--- config.mk ---
export PLATFORM = sky130hd
export DESIGN_NAME = mac_pipe_arbiter
export DESIGN_NICKNAME = d
export VERILOG_FILES = /design/src/rtl/mac_arb_pkg.sv /design/src/rtl/mac_pipe_arbiter_rr_arbiter.sv /design/src/rtl/mac_pipe_arbiter.sv
export SDC_FILE = /design/constraint.sdc
export NUM_CORES = 1
export LEC_CHECK = 0
export BUFFER_PORTS_ARGS = -buffer_cell sky130_fd_sc_hd__clkbuf_2
export CAP_MARGIN = 20
export CORE_AREA = 3 3 369 371
export DETAILED_ROUTE_END_ITERATION = 8
export DIE_AREA = 0 0 372 374
export PLACE_DENSITY = 0.4
export SLEW_MARGIN = 20
export SYNTH_ARGS = -nofsm -noshare
export SYNTH_HDL_FRONTEND = slang
export SYNTH_SLANG_ARGS = --single-unit
--- constraint.sdc ---
create_clock -name clk -period 7.4 [get_ports clk]
set_input_delay 0.37 -clock clk [delete_from_list [all_inputs] [get_ports clk]]
set_output_delay 0.37 -clock clk [all_outputs]
set_load 0.02 [all_outputs]
--- src/rtl/mac_arb_pkg.sv ---
// Shared types for the MAC datapath arbiter: operand bundle and response entry.
package mac_arb_pkg;
   localparam int OP_W      = 32;
   localparam int RES_W     = 64;
   // Wide enough for the largest supported requester count (8).
   localparam int TAG_MAX_W = 3;

   typedef struct packed {
      logic [OP_W-1:0] a;
      logic [OP_W-1:0] b;
      logic [OP_W-1:0] c;
      logic [OP_W-1:0] d;
      logic [OP_W-1:0] e;
   } mac_ops_t;

   typedef struct packed {
      logic [TAG_MAX_W-1:0] tag;
      logic [RES_W-1:0]     data;
   } mac_rsp_t;

   localparam int OPS_W = $bits(mac_ops_t);
endpackage

--- src/rtl/mac_pipe_arbiter_rr_arbiter.sv ---
// Combinational round-robin arbiter: first requester at or after ptr wins,
// and ptr_nxt points just past the winner (holds when nothing is granted).
module rr_arbiter #(
   parameter int N = 4
) (
   input  logic [N-1:0]         req,
   input  logic                 en,
   input  logic [$clog2(N)-1:0] ptr,
   output logic [N-1:0]         grant,
   output logic [$clog2(N)-1:0] ptr_nxt
);
   localparam int PW = $clog2(N);

   int   idx;
   logic found;

   always_comb begin
      grant   = '0;
      ptr_nxt = ptr;
      found   = 1'b0;
      idx     = 0;
      for (int i = 0; i < N; i++) begin
         idx = int'(ptr) + i;
         if (idx >= N) idx = idx - N;
         if (en && !found && req[idx]) begin
            found      = 1'b1;
            grant[idx] = 1'b1;
            ptr_nxt    = (idx == N - 1) ? '0 : PW'(idx + 1);
         end
      end
   end
endmodule

--- src/rtl/mac_pipe_arbiter.sv ---
// Shares one fixed-latency MAC datapath among NUM_REQ requesters; results are
// tagged through a shift register and buffered in a credit-protected FIFO.
module mac_pipe_arbiter
   import mac_arb_pkg::*;
#(
   parameter int NUM_REQ   = 4,
   parameter int PIPE_LAT  = 6,
   parameter int RSP_DEPTH = 8,
   parameter int TAG_W     = $clog2(NUM_REQ)
) (
   input  logic                     clk,
   input  logic                     rst_n,
   input  logic [NUM_REQ-1:0]       req_valid,
   output logic [NUM_REQ-1:0]       req_ready,
   input  logic [NUM_REQ*OPS_W-1:0] req_ops,
   output logic [OP_W-1:0]          dp_a,
   output logic [OP_W-1:0]          dp_b,
   output logic [OP_W-1:0]          dp_c,
   output logic [OP_W-1:0]          dp_d,
   output logic [OP_W-1:0]          dp_e,
   input  logic [RES_W-1:0]         dp_y,
   output logic                     rsp_valid,
   input  logic                     rsp_ready,
   output logic [TAG_W-1:0]         rsp_tag,
   output logic [RES_W-1:0]         rsp_data,
   output logic                     busy
);
   localparam int PTR_W = (RSP_DEPTH > 1) ? $clog2(RSP_DEPTH) : 1;
   localparam int CNT_W = $clog2(RSP_DEPTH + 1);

   logic [TAG_W-1:0]   ptr_q, ptr_d;
   logic [NUM_REQ-1:0] grant;
   logic               credit_ok, hs, pop, wr, full;
   logic [CNT_W-1:0]   credit_q, count_q, count_d;
   logic [OPS_W-1:0]   sel_ops;
   logic [TAG_W-1:0]   sel_tag;
   mac_ops_t           ops_q;
   logic [PIPE_LAT-1:0] vld_q;
   logic [TAG_W-1:0]   tag_q [PIPE_LAT];
   mac_rsp_t           mem_q [RSP_DEPTH];
   mac_rsp_t           wdata, head_q, head_d;
   logic [PTR_W-1:0]   wr_ptr_q, wr_ptr_d, rd_ptr_q, rd_ptr_d;
   logic               tag_unused;

   function automatic logic [PTR_W-1:0] ptr_inc(input logic [PTR_W-1:0] p);
      return (p == PTR_W'(RSP_DEPTH - 1)) ? '0 : p + 1'b1;
   endfunction

   // Credit covers both in-flight slots and FIFO entries, so the FIFO can never overflow.
   assign credit_ok = credit_q < CNT_W'(RSP_DEPTH);

   rr_arbiter #(.N(NUM_REQ)) u_arb (
      .req     (req_valid),
      .en      (credit_ok),
      .ptr     (ptr_q),
      .grant   (grant),
      .ptr_nxt (ptr_d)
   );

   assign req_ready = grant;
   assign hs        = |(req_valid & grant);

   always_comb begin
      sel_ops = '0;
      sel_tag = '0;
      for (int g = 0; g < NUM_REQ; g++) begin
         if (grant[g]) begin
            sel_ops = req_ops[g*OPS_W +: OPS_W];
            sel_tag = TAG_W'(g);
         end
      end
   end

   always_ff @(posedge clk) begin
      if (!rst_n) begin
         ptr_q    <= '0;
         ops_q    <= '0;
         vld_q    <= '0;
         credit_q <= '0;
      end else begin
         ptr_q    <= ptr_d;
         ops_q    <= hs ? mac_ops_t'(sel_ops) : '0;
         vld_q    <= {vld_q[PIPE_LAT-2:0], hs};
         credit_q <= credit_q + CNT_W'(hs) - CNT_W'(pop);
      end
   end

   always_ff @(posedge clk) begin
      tag_q[0] <= sel_tag;
      for (int k = 1; k < PIPE_LAT; k++) tag_q[k] <= tag_q[k-1];
   end

   assign dp_a = ops_q.a;
   assign dp_b = ops_q.b;
   assign dp_c = ops_q.c;
   assign dp_d = ops_q.d;
   assign dp_e = ops_q.e;

   // Response FIFO: the head is kept in a register, bypassing a write into an empty slot.
   assign wr        = vld_q[PIPE_LAT-1];
   assign wdata     = {TAG_MAX_W'(tag_q[PIPE_LAT-1]), dp_y};
   assign rsp_valid = count_q != '0;
   assign pop       = rsp_valid && rsp_ready;
   assign full      = count_q == CNT_W'(RSP_DEPTH);
   assign wr_ptr_d  = wr  ? ptr_inc(wr_ptr_q) : wr_ptr_q;
   assign rd_ptr_d  = pop ? ptr_inc(rd_ptr_q) : rd_ptr_q;
   assign count_d   = count_q + CNT_W'(wr) - CNT_W'(pop);

   always_comb begin
      head_d = mem_q[rd_ptr_d];
      if (wr && (wr_ptr_q == rd_ptr_d)) head_d = wdata;
   end

   always_ff @(posedge clk) begin
      if (wr) mem_q[wr_ptr_q] <= wdata;
   end

   always_ff @(posedge clk) begin
      if (!rst_n) begin
         wr_ptr_q <= '0;
         rd_ptr_q <= '0;
         count_q  <= '0;
         head_q   <= '0;
      end else begin
         wr_ptr_q <= wr_ptr_d;
         rd_ptr_q <= rd_ptr_d;
         count_q  <= count_d;
         head_q   <= head_d;
      end
   end

   assign rsp_tag    = head_q.tag[TAG_W-1:0];
   assign rsp_data   = head_q.data;
   assign tag_unused = ^head_q.tag;
   assign busy       = (|vld_q) || (count_q != '0);

   a_no_overflow: assert property (@(posedge clk) disable iff (!rst_n) !(wr && full));
endmodule

==> impl_metrics.json <==
{
  "insertion_delay_ns": 0.69,
  "max_freq_mhz": 157,
  "netlist.area_leader.share": 0.496,
  "synthSimpleGateAreaFrac": 0.0632,
  "cts_buffers": 91,
  "arrival_ns": 6.96,
  "hp-start": "req_ops[86]",
  "cpLargestDelayFamily": "buffers and inverters",
  "pin_count": 943,
  "slew_viol_final": 0,
  "crit_required_ns": 8.01,
  "p_leak_nw": 18.4,
  "crit_chain": "inv_1, ha_1, nor2b_1, a22o_1, nor4b_2, a211oi_4, inv_6, buf_4, a21oi_1, o2bb2ai_1, dlygate4sd3_1, a21oi_1, dlygate4sd3_1",
  "syn_area_um2": 31900,
  "cp_slowest_stage_delay_ns": 0.93,
  "synth_compound_area_frac": 0.121,
  "synth_mux_area_frac": 0.119,
  "slowest_stage": "nor4b_2",
  "met3_usage": 0.0986,
  "die_y_um": 374,
  "ys_seq_area_frac": 0.659,
  "irDropWorstVdd_v": 0.000380,
  "dieArea_um2": 139000,
  "final_cells": 5468,
  "fp.coreArea_um2": 133000,
  "portBuffers": 942,
  "viasPerCell": 4.89,
  "clk_pin_slew_ns": 0.06,
  "synth_commonest_cells": "edfxtp_1 (528), a21oi_1 (324), dfxtp_1 (260)",
  "use_met1": 0.341,
  "cap_violations": 0,
  "reg2reg_to": "dp_c[23]$_SDFF_PN0_",
  "startpoint_type": "flip-flop",
  "r2r_start": "ptr_q[0]$_SDFFE_PN0P_",
  "first_iter_violations": 2864,
  "antenna_found_initial": 206,
  "syn_inst": 2262,
  "synth-edff-count": 528,
  "synth_seq_cells": 788,
  "fillers": 13517,
  "dp_hpwl_um": 136000,
  "rsz0062_at_grt": "false",
  "hold_class": "input pin to flip-flop",
  "synth-xor-area-share": 0.00247,
  "syn2layout_area_growth_pct": 42.9,
  "synth_top_family_by_area": "compound AO/OA/AOI/OAI gates",
  "reg2regPathDepth": 13,
  "clock-sinks": 788,
  "grt_pass1_vias": 26453,
  "hold_end": "dp_c[22]$_SDFF_PN0_",
  "syn_nets": 2995,
  "avgSynthCellArea_um2": 14.1,
  "top_usage_layer": "met2",
  "place_area_um2": 38600,
  "grtUsageTotal": 0.255,
  "cts_tree": "built",
  "synthTopCellsByArea": "edfxtp_1 (50%), dfxtp_1 (16%), mux4_2 (9.5%)",
  "die_w_um": 372,
  "tightest_slew_ns": 1.17,
  "cts_buffer_depth": 3,
  "cts_root_buf": "clkbuf_16",
  "status": "completed",
  "synth.distinct_cells": 49,
  "vias": 26753,
  "grt_max_degree": 163,
  "finalCritPeriodShare": 0.858,
  "synth_async_sr_flop_share": 0,
  "initial_core_util": 0.240,
  "cp_num_buf_inv": 5,
  "yosysMostFrequentCell": "edfxtp_1",
  "hold_viol": 0,
  "final_nets": 4250,
  "grt-ovfl-total": 0,
  "finalSetupViolations": 0,
  "grtUsageMet2": 0.357,
  "period_needed_ns": 6.35,
  "hold_slack_ns": 0.0549,
  "min_path_cells": 3,
  "synth_fa_ha_area_frac": 0.00909,
  "first_pass_iters": 5,
  "htreeDepth": 3,
  "r2r_setup_slack_ns": 1.05,
  "drive_above_1_share": 0.357,
  "clock_skew_ns": 0.0310,
  "worstPathMaxFanout": 103,
  "routedWlPerCell_um": 33.3,
  "power_per_cell_area_nw_per_um2": 377,
  "final_area_um2": 45700,
  "worst-setup-path-type": "flip-flop to flip-flop",
  "drc": 0,
  "finalWeightedCongestion": 0.958,
  "synth_flop_cell": "edfxtp_1",
  "power.total_mw": 17.2,
  "post_cts.repair.setup_buffers": 0,
  "rows": 134,
  "yosysWarnings": 0,
  "max_slew_margin": 0.218,
  "crit_path_end_kind": "flip-flop",
  "synth_area_leader_cell": "edfxtp_1",
  "place_inst": 4824,
  "wl_um": 182000,
  "fin_setup_tns_ns": 0,
  "postRouteAntennaNets": 0,
  "grt_pass1_wl_um": 239000
}
-- tightest hold or removal path: stages --
cell	delay (ns)
clkbuf_2	0.14
nand2_1	0.09
a21oi_1	0.06
-- per-stage QoR --
step / setup slack (ns) / util
CTS: 1.14 / 0.341
global placement: 2.22 / 0.290
finish: 1.05 / 0.343
global route: 0.677 / 0.341
detailed placement: 2.17 / 0.290
floorplan: 1.68 / -
-- layer usage --
layer  share of wire  wire (um)  up-vias
met5          0.0018        326        -
li1                -          -    11402
met2            0.41      75500     1401
met1            0.42      76500    13538
met3            0.12      21000      360
met4           0.050       9030       52
-- cells in the final DEF, fill, tap and decap left out, types with 9 or more instances in the layout --
cell and instances:
a211oi_1 9, a21oi_1 324, and2_1 10, buf_4 31, bufinv_16 11, clkbuf_1 11, clkbuf_16 93, clkbuf_2 941
clkinv_1 12, clkinv_2 31, dfxtp_1 260, diode_2 105, dlygate4sd3_1 368, edfxtp_1 528, ha_1 20, inv_1 20
mux2i_1 70, mux4_2 135, nand2_1 230, nand3_1 160, nor2_1 18, o211a_1 59, o2bb2ai_1 160
-- worst max path at each step --
stage | startpoint | endpoint | slack (ns) | cells past startpoint
finish | ptr_q[0]$_SDFFE_PN0P_ | dp_c[23]$_SDFF_PN0_ | 1.05 | 13
global route | ptr_q[0]$_SDFFE_PN0P_ | dp_c[23]$_SDFF_PN0_ | 0.68 | 13
CTS | ptr_q[0]$_SDFFE_PN0P_ | dp_c[23]$_SDFF_PN0_ | 1.14 | 13
detailed placement | ptr_q[0]$_SDFFE_PN0P_ | credit_q[2]$_SDFF_PN0_ | 2.17 | 14
global placement | ptr_q[0]$_SDFFE_PN0P_ | credit_q[2]$_SDFF_PN0_ | 2.22 | 14
floorplan | vld_q[5]$_SDFF_PN0_ | mem_q[0][0]$_DFFE_PP_ | 1.68 | 3
-- flip-flops by register name (all words and copies together) (netlist names) --
name and cells:
rsp_tag 2, dp_e 32, dp_d 32, mem_q 528, wr_ptr_q 3, dp_c 32
rsp_data 64, credit_q 4, dp_a 32, dp_b 32, count_q 4, vld_q 6
ptr_q 2, rd_ptr_q 3, tag_q 12
-- power by group --
part / internal [mW] / switching [mW]
Combinational: 2.84 / 4.21
Clock: 2.73 / 1.98
Sequential: 5.18 / 0.253
Total: 10.7 / 6.44
-- final cells by class --
type | count | area (um2) | area share
clock inverters | 64 | 674 | 0.0148
well taps | 1768 | 2210 | 0.0485
inverters | 23 | 96.3 | 0.00211
clock buffers | 107 | 2410 | 0.0528
diodes | 105 | 263 | 0.00575
repair buffers | 1346 | 8750 | 0.192
multi-input cells | 1267 | 10200 | 0.223
flip-flops and latches | 788 | 21100 | 0.461
-- logic make-up (layout without fill, tap and decap cells) --
| kind of cell | Yosys count | count (layout) |
|---|---|---|
| fa+ha+maj | 22 | 22 |
| mux | 212 | 212 |
| buf+inv | 207 | 1540 |
| simple gates | 451 | 451 |
| xor+xnor | 9 | 9 |
| flops | 788 | 788 |
| compound gates | 573 | 573 |
| other cells | 0 | 105 |
-- repair_timing --
item,4_1_cts,5_1_grt
endpoints found under the hold margin,660,0
hold buffers,368,0
gates resized for setup,0,0
(Power assumes the default switching activity.)
